--- src/rtl/output_deskew.sv ---
// Reassembles the column-skewed result streams from the bottom of the 2x2 systolic
// array into an aligned 2x2 matrix, handed off to the consumer with valid/ack.
module output_deskew #(
    parameter int ACC_W = 16
) (
    input  logic             clk,
    input  logic             reset,
    input  logic             col1_valid,
    input  logic [ACC_W-1:0] col1_data,
    input  logic             col2_valid,
    input  logic [ACC_W-1:0] col2_data,
    input  logic             result_ack,
    output logic [ACC_W-1:0] c11,
    output logic [ACC_W-1:0] c12,
    output logic [ACC_W-1:0] c21,
    output logic [ACC_W-1:0] c22,
    output logic             result_valid,
    output logic             busy,
    output logic             overflow
);

    typedef enum logic [1:0] {
        IDLE    = 2'd0,
        COLLECT = 2'd1,
        DONE    = 2'd2
    } state_t;

    state_t           state_q, state_d;
    logic [1:0]       cnt1_q, cnt1_d;
    logic [1:0]       cnt2_q, cnt2_d;
    logic [ACC_W-1:0] c11_q, c11_d;
    logic [ACC_W-1:0] c12_q, c12_d;
    logic [ACC_W-1:0] c21_q, c21_d;
    logic [ACC_W-1:0] c22_q, c22_d;
    logic             result_valid_q, result_valid_d;
    logic             busy_q, busy_d;
    logic             overflow_q, overflow_d;

    logic             take1, take2, drop, clear;
    logic [1:0]       base1, base2;

    // Decide which words are accepted or dropped and route them into the next free slot
    always_comb begin
        take1 = 1'b0;
        take2 = 1'b0;
        drop  = 1'b0;
        clear = 1'b0;
        c11_d = c11_q;
        c12_d = c12_q;
        c21_d = c21_q;
        c22_d = c22_q;

        case (state_q)
            IDLE: begin
                take1 = col1_valid;
                take2 = col2_valid;
            end
            COLLECT: begin
                take1 = col1_valid && (cnt1_q != 2'd2);
                take2 = col2_valid && (cnt2_q != 2'd2);
                drop  = (col1_valid && (cnt1_q == 2'd2)) ||
                        (col2_valid && (cnt2_q == 2'd2));
            end
            DONE: begin
                if (result_ack) begin
                    // Accepted ack starts a fresh matrix; same-cycle words become slot 1
                    clear = 1'b1;
                    take1 = col1_valid;
                    take2 = col2_valid;
                end else begin
                    drop = col1_valid || col2_valid;
                end
            end
            default: begin
                take1 = 1'b0;
                take2 = 1'b0;
            end
        endcase

        if (clear) begin
            base1 = 2'd0;
            base2 = 2'd0;
        end else begin
            base1 = cnt1_q;
            base2 = cnt2_q;
        end

        if (take1) begin
            cnt1_d = base1 + 2'd1;
            if (base1 == 2'd0) begin
                c11_d = col1_data;
            end else begin
                c21_d = col1_data;
            end
        end else begin
            cnt1_d = base1;
        end

        if (take2) begin
            cnt2_d = base2 + 2'd1;
            if (base2 == 2'd0) begin
                c12_d = col2_data;
            end else begin
                c22_d = col2_data;
            end
        end else begin
            cnt2_d = base2;
        end

        if (clear) begin
            overflow_d = 1'b0;
        end else if (drop) begin
            overflow_d = 1'b1;
        end else begin
            overflow_d = overflow_q;
        end
    end

    // Next-state logic; status outputs are registered from the next state
    always_comb begin
        state_d = state_q;
        case (state_q)
            IDLE: begin
                if (take1 || take2) begin
                    state_d = COLLECT;
                end else begin
                    state_d = IDLE;
                end
            end
            COLLECT: begin
                if ((cnt1_d == 2'd2) && (cnt2_d == 2'd2)) begin
                    state_d = DONE;
                end else begin
                    state_d = COLLECT;
                end
            end
            DONE: begin
                if (clear) begin
                    if (take1 || take2) begin
                        state_d = COLLECT;
                    end else begin
                        state_d = IDLE;
                    end
                end else begin
                    state_d = DONE;
                end
            end
            default: begin
                state_d = IDLE;
            end
        endcase
        result_valid_d = (state_d == DONE);
        busy_d         = (state_d == COLLECT);
    end

    // State, counters, matrix and status registers with synchronous reset
    always_ff @(posedge clk) begin
        if (reset) begin
            state_q        <= IDLE;
            cnt1_q         <= 2'd0;
            cnt2_q         <= 2'd0;
            c11_q          <= '0;
            c12_q          <= '0;
            c21_q          <= '0;
            c22_q          <= '0;
            result_valid_q <= 1'b0;
            busy_q         <= 1'b0;
            overflow_q     <= 1'b0;
        end else begin
            state_q        <= state_d;
            cnt1_q         <= cnt1_d;
            cnt2_q         <= cnt2_d;
            c11_q          <= c11_d;
            c12_q          <= c12_d;
            c21_q          <= c21_d;
            c22_q          <= c22_d;
            result_valid_q <= result_valid_d;
            busy_q         <= busy_d;
            overflow_q     <= overflow_d;
        end
    end

    assign c11          = c11_q;
    assign c12          = c12_q;
    assign c21          = c21_q;
    assign c22          = c22_q;
    assign result_valid = result_valid_q;
    assign busy         = busy_q;
    assign overflow     = overflow_q;

endmodule

--- config.mk ---
export PLATFORM = sky130hd
export DESIGN_NAME = output_deskew
export DESIGN_NICKNAME = d
export VERILOG_FILES = /design/src/rtl/output_deskew.sv
export SDC_FILE = /design/constraint.sdc
export NUM_CORES = 1
export LEC_CHECK = 0
export ABC_AREA = 1
export CAP_MARGIN = 15
export CORE_MARGIN = 5
export CORE_UTILIZATION = 41
export DETAILED_ROUTE_END_ITERATION = 7
export PLACE_DENSITY = 0.76
export SYNTH_ARGS = -nofsm -noshare
export SYNTH_HDL_FRONTEND = slang
export SYNTH_SLANG_ARGS = --single-unit
--- constraint.sdc ---
create_clock -name clk -period 2 [get_ports clk]
set_input_delay 0.3 -clock clk [delete_from_list [all_inputs] [get_ports clk]]
set_output_delay 0.3 -clock clk [all_outputs]
set_load 0.02 [all_outputs]
Word-level counts from Yosys, hierarchy flattened
Index checks and enable logic that the tools add are counted.
{ "totals": {"reg_bits": 73, "in_bits": 37, "out_inout_bits": 67, "wordCells": 56} }
{ "classes": {"addsub": 2, "n_eq_ne": 10, "n_mux": 16, "bitwise": 2, "reduce_logical": 16} }
{ "ops": {"columns": ["operator", "n"], "rows": [
  ["equality test 2 bit, second input constant", 6],
  ["2-to-1 mux 2 bit", 6],
  ["AND reduction 2 bit", 4],
  ["zero test 2 bit", 3],
  ["2-to-1 mux 1 bit", 6],
  ["case mux 1 bit (3 select lines)", 2],
  ["case mux 2 bit (3 select lines)", 1],
  ["logical AND 1 bit", 5],
  ["adder 2 x 1 -> 2 bit, second input constant", 2],
  ["equality test 2 x 1 -> 1 bit, second input constant", 2],
  ["inequality test 2 bit, second input constant", 2],
  ["logical OR 1 bit", 3],
  ["inverter 1 bit", 2],
  ["case mux 1 bit (2 select lines)", 1],
  ["OR reduction 2 bit", 1]
]} }

Depth between registers and ports, before layout
{ "logic_depth": {"depth_word": 10, "depth_mapped": 13, "ltp_nobuf": 13} }

Least setup slack after synthesis
OpenSTA, ideal clock, no wires.
{ "synth_path": {"path_type": "reg2reg", "from": "register state_q[0]", "to": "register c22_q[0], in the netlist c22[0]", "setup_time_ns": 0.146, "arrival_time_ns": 1.864, "slack_ns": -0.010, "stages_incl_launch_ff": 12, "n_path_buf": 3, "path_cell_list": "dfxtp_1 -> inv_1 -> ha_1 -> nand2_1 -> nand2_1 -> ha_1 -> clkbuf_1 -> or2_1 -> buf_6 -> buf_4 -> nor2_1 -> a211oi_2"} }
{ "synth_via": {"elab_chain_cells": 6, "elab_cells_between_ends": 9, "classes_between": "eq/ne (2); mux (3); bitwise (1); reduce/logical (3)"} }
{ "synth_lines": {"columns": ["item", "line_no", "source"], "rows": [
  ["from (decl)", "28", "state_t state_q, state_d;"],
  ["from (signal assigned)", "170", "state_q <= state_d;"],
  ["equality test 2 bit", "53", "case (state_q)"],
  ["2-to-1 mux 1 bit", "53", null],
  ["2-to-1 mux 2 bit", "80", "if (clear) begin"],
  ["zero test 2 bit", "101", "if (base2 == 2'd0) begin"],
  ["inverter 1 bit (no source line)", null, null],
  ["AND reduction 2 bit (no source line) (*)", null, null],
  ["to (signal assigned)", "165", "c22_q <= '0;"],
  ["to (signal assigned)", "176", "c22_q <= c22_d;"],
  ["to (decl)", "34", "logic [ACC_W-1:0] c22_q, c22_d;"]
]} }
Every way passes the cells marked *; elsewhere a longest branch is shown, timed or not.
A chain may end at the register's enable or synchronous reset.

Worst setup path after layout
{ "layout_path": {"from": "register state_q[0]", "to": "register busy_q, in the netlist busy"} }
{ "layout_via": {"elab_chain_cells": 10, "elab_cells_between_ends": 21, "classes_between": "add/sub (2); eq/ne (5); mux (11); reduce/logical (3)"} }
{ "layout_lines": {"columns": ["item", "line_no", "source"], "rows": [
  ["equality test 2 bit", "53, 122", null],
  ["2-to-1 mux 1 bit", "53", null],
  ["2-to-1 mux 2 bit", "80", null],
  ["adder 2 x 1 -> 2 bit, on equally long branches", "89, 100", null],
  ["2-to-1 mux 2 bit, on equally long branches", "88, 99", null],
  ["equality test 2 bit", "131", "if ((cnt1_d == 2'd2) && (cnt2_d == 2'd2)) begin"],
  ["logical AND 1 bit", "131", null],
  ["2-to-1 mux 2 bit", "131", null],
  ["case mux 2 bit (3 select lines) (*)", "122", "case (state_q)"],
  ["equality test 2 x 1 -> 1 bit (*)", "153", "busy_d = (state_d == COLLECT);"],
  ["to (signal assigned)", "178", "busy_q <= busy_d;"],
  ["to (decl)", "36", "logic busy_q, busy_d;"]
]} }
Marked as above.

==> flow_summary.ini <==
[status]
run_status = completed

[routing]
dr.max_layer_used = met4
remaining_drc_errors = 0
pre_repair_dr_iteration_count = 4
route.met3.wl_um = 252
drt_iter0_drc = 139
totalWireLength_um = 7903
routed-via-count = 2656
met2_wire_len_um = 3802
detail_route.wirelength.met1_um = 3696
vias_per_cell = 4.651
final_antenna_net_count = 0
routedWlPerCell_um = 13.84

[critical_path]
crit_required_ns = 2.24
critical_path.startpoint_type = register
cp-startpoint = state_q[0]
worstReg2RegEnd = busy
crit_fanout = 5
crit_path_frequent_cell = sky130_fd_sc_hd__nand2_1
critical_path.max_stage_delay_ns = 0.35
path_cells = inv_1 -> ha_2 -> nand2_2 -> nand2_1 -> ha_1 -> nand3b_1 -> nand2_2 -> nor2_2 -> nand2_1 -> nand2_1 -> nand2_1 -> nand2_1 -> nor2_1
critical_setup_path_kind = register to register
cp.arrival_ns = 2.05
reg2reg_slack_ns = 0.19
r2r_start = state_q[0]
worstSetupEndpointType = register
timing.critical_path.slowest_stage_cell = sky130_fd_sc_hd__dfxtp_2
length_in_cells_of_the_worst_reg_to_reg_path = 13

[clock_tree]
setup_buffers_after_cts = 0
tritoncts.num_buffers = 9
cts_max_path_buffers = 2
numClockSinks = 73
worst_setup_hold_path_clk_slew_ns = 0.08
cts.htree.levels = 3
cts_tree = built
clock_insertion_delay_worst_skew_ns = 0.34
clock_tree.root_cell = sky130_fd_sc_hd__clkbuf_8

[timing]
fin_worst_skew_ns = 0.01051
clock.fmax_mhz = 552.7
final_period_demand_of_the_worst_path_ns = 1.809
timing_max_transition_violations_final = 0
fin_crit_sh_pct = 90.46
timing.final.setup_violations = 0
report.final.hold_viol_count = 0
final.setup.tns_ns = 0
final.setup.worst_slack_ns = 0.1909
slew-limit-headroom_pct = 77.05
worst_slew_pin_slew_ns = 0.3442

[logic_synthesis]
cell_count_after_synthesis = 365
main_combinational_cell_family_by_area_after_synthesis = simple AND/OR/NAND/NOR gates
synth-compound-area-share_pct = 19.33
syn-cell-area_sq_um = 3113
yosys_warnings = 0
yosysSeqAreaShare_pct = 46.95
netlist-cell-type-count = 22
post_synth_mux_area_share_pct = 0
ys_seq_elements = 73
yosys.area_share.xor_xnor_pct = 0
synth.avg_cell_area_sq_um = 8.529
yosys.area_share.simple_pct = 20.38
mappedNetlistNets = 408
synth_fa_ha_area_share_pct = 2.412

[finish]
flow.area_growth_from_synthesis_pct = 43.61
multiInputGateArea_sq_um = 1326
final_net_count = 510
antenna_cells = 0
seqCellArea_sq_um = 1463
fill_cells = 654
finalInstanceArea_sq_um = 4471
final_layout_size_suffix_gt1_share_pct = 16.53

[worst_hold_path]
worstHoldPathCells = 2
hold_start = reset
worst_hold_path_type = input port to register
worst_hold_path.endpoint = cnt1_q[1]

[placed_design]
pre_cts_slack_ns = -0.01252
placed_cell_area_sq_um = 4235
io_buffer_count = 103
final_hpwl_dp_um = 5967
gpl.final_weighted_congestion = 0.8722

[grt]
initial_antenna_violation_count = 0
via_count_of_the_first_global_routing_pass = 2526
grt_start_max_net_pins = 33
tot_gr_track_use_pct = 16.46
grt_first_pass_wirelength_um = 12730
grt_ovf = 0

[pwr]
total_power_w = 0.004079
worst_ir_drop_vdd_mv = 0.4119
p_leak_nw = 1.698
power-per-cell-area_nw_per_um2 = 912.5

[die]
design.portCount = 104
initial_core_utilization_pct = 42.46
die_w_um = 97.14
std_cell_rows = 31
die_h_um = 97.14
coreArea_sq_um = 7331
design.die.area_sq_um = 9435

[run]
timing.max_cap.violations = 0
[worst max-delay path: cells and delay by family (launching register included)]
| family | cells | cell delay, ns |
|---|---|---|
| adder cells (fa/ha/maj) | 2 | 0.49 |
| flip-flops | 1 | 0.35 |
| AND/OR/NAND/NOR | 10 | 0.81 |
| buffers and inverters | 1 | 0.06 |
[synth_stat cells]
| master | count | area share [%] |
|---|---|---|
| sky130_fd_sc_hd__nand3b_1 | 2 | 0.48 |
| sky130_fd_sc_hd__o22ai_1 | 2 | 0.40 |
| sky130_fd_sc_hd__nand3_1 | 35 | 5.6 |
| sky130_fd_sc_hd__a21oi_1 | 35 | 5.6 |
| sky130_fd_sc_hd__inv_1 | 44 | 5.3 |
| sky130_fd_sc_hd__buf_12 | 2 | 1.3 |
| sky130_fd_sc_hd__or2_1 | 2 | 0.40 |
| sky130_fd_sc_hd__buf_2 | 3 | 0.48 |
| sky130_fd_sc_hd__buf_6 | 4 | 1.4 |
| sky130_fd_sc_hd__buf_4 | 3 | 0.72 |
| sky130_fd_sc_hd__nand2_2 | 7 | 1.4 |
| sky130_fd_sc_hd__o21ai_0 | 1 | 0.16 |
| sky130_fd_sc_hd__clkbuf_1 | 12 | 1.4 |
| sky130_fd_sc_hd__nor3_1 | 1 | 0.16 |
| sky130_fd_sc_hd__inv_2 | 2 | 0.24 |
| sky130_fd_sc_hd__ha_1 | 6 | 2.4 |
| sky130_fd_sc_hd__dfxtp_1 | 73 | 47 |
| sky130_fd_sc_hd__a21oi_2 | 1 | 0.28 |
| sky130_fd_sc_hd__nor2_1 | 40 | 4.8 |
| sky130_fd_sc_hd__nor2_4 | 2 | 0.72 |
| sky130_fd_sc_hd__nand2_1 | 56 | 6.8 |
| sky130_fd_sc_hd__a211oi_2 | 32 | 13 |
[report_power, final]
part | internal, W | switching (W)
Clock | 0.000702 | 0.000566
Combinational | 0.000517 | 0.000615
Sequential | 0.00160 | 0.0000775
Total | 0.00282 | 0.00126
[cell families after synthesis]
| family | after synthesis |
|---|---|
| flops | 73 |
| simple gates | 145 |
| fa+ha+maj | 6 |
| buf+inv | 70 |
| compound gates | 71 |
[repair_timing]
| item | in CTS | in global routing |
|---|---|---|
| gates resized for setup | 0 | 6 |
| hold buffers | 0 | 0 |
| setup endpoints to repair | 0 | 68 |
[flip-flops by register name, summed over array words and instances, names as in the netlist]
signal / count
busy: 1
state_q: 2
result_valid: 1
overflow: 1
c12: 16
cnt2_q: 2
cnt1_q: 2
c11: 16
c21: 16
c22: 16
[cells in the final DEF, fill, tap and decap left out]
cell	n
sky130_fd_sc_hd__clkinv_4	2
sky130_fd_sc_hd__clkinv_2	2
sky130_fd_sc_hd__clkdlybuf4s50_1	102
sky130_fd_sc_hd__o21ai_0	1
sky130_fd_sc_hd__buf_2	1
sky130_fd_sc_hd__nor2_2	1
sky130_fd_sc_hd__o22ai_1	2
sky130_fd_sc_hd__dfxtp_2	1
sky130_fd_sc_hd__clkbuf_8	9
sky130_fd_sc_hd__or2_1	2
sky130_fd_sc_hd__bufinv_16	2
sky130_fd_sc_hd__nor3_1	1
sky130_fd_sc_hd__nand2_4	1
sky130_fd_sc_hd__a21oi_1	35
sky130_fd_sc_hd__ha_1	5
sky130_fd_sc_hd__inv_1	44
sky130_fd_sc_hd__clkinvlp_4	1
sky130_fd_sc_hd__nor2_1	39
sky130_fd_sc_hd__inv_2	2
sky130_fd_sc_hd__buf_4	8
sky130_fd_sc_hd__nand2_2	8
sky130_fd_sc_hd__ha_2	1
sky130_fd_sc_hd__buf_12	4
sky130_fd_sc_hd__nand3_1	35
sky130_fd_sc_hd__nor2_4	2
sky130_fd_sc_hd__a211oi_2	32
sky130_fd_sc_hd__nand2_1	54
sky130_fd_sc_hd__a21oi_2	1
sky130_fd_sc_hd__nand3b_1	2
sky130_fd_sc_hd__dfxtp_1	72
[area by class of cell]
class | instances | share of cell area (%)
Multi-Input combinational cell | 222 | 29.67
Timing Repair Buffer | 115 | 26.08
Inverter | 46 | 3.862
Sequential cell | 73 | 32.72
Tap cell | 99 | 2.771
Clock buffer | 9 | 2.771
Clock inverter | 7 | 2.127
[stage by stage]
stage / utilization (%) / hold WS (ns) / std cells
final: 60.98 / 0.3328 / 571
after floorplan: - / 0.4644 / 365
after global placement: 57.77 / 0.4477 / 555
after detailed placement: 57.77 / 0.4517 / 555
after CTS: 60.76 / 0.3259 / 571
after global routing: 60.98 / 0.3310 / 571
[worst max-delay path by stage]
| stage | end | cells past startpoint |
|---|---|---|
| floorplan | c21[10] | 11 |
| global placement | c22[13] | 8 |
| detailed placement | busy | 12 |
| CTS | c12[7] | 9 |
| global route | busy | 13 |
| finish | busy | 13 |
[metal layers]
metal  vias to the layer above  track usage (%)
li1                       1386                -
met1                      1194            20.82
met2                        64            27.34
met3                        12            2.728
met4                         0            7.559
met5                         -                0
No activity file was read; power rests on OpenSTA's default activity.
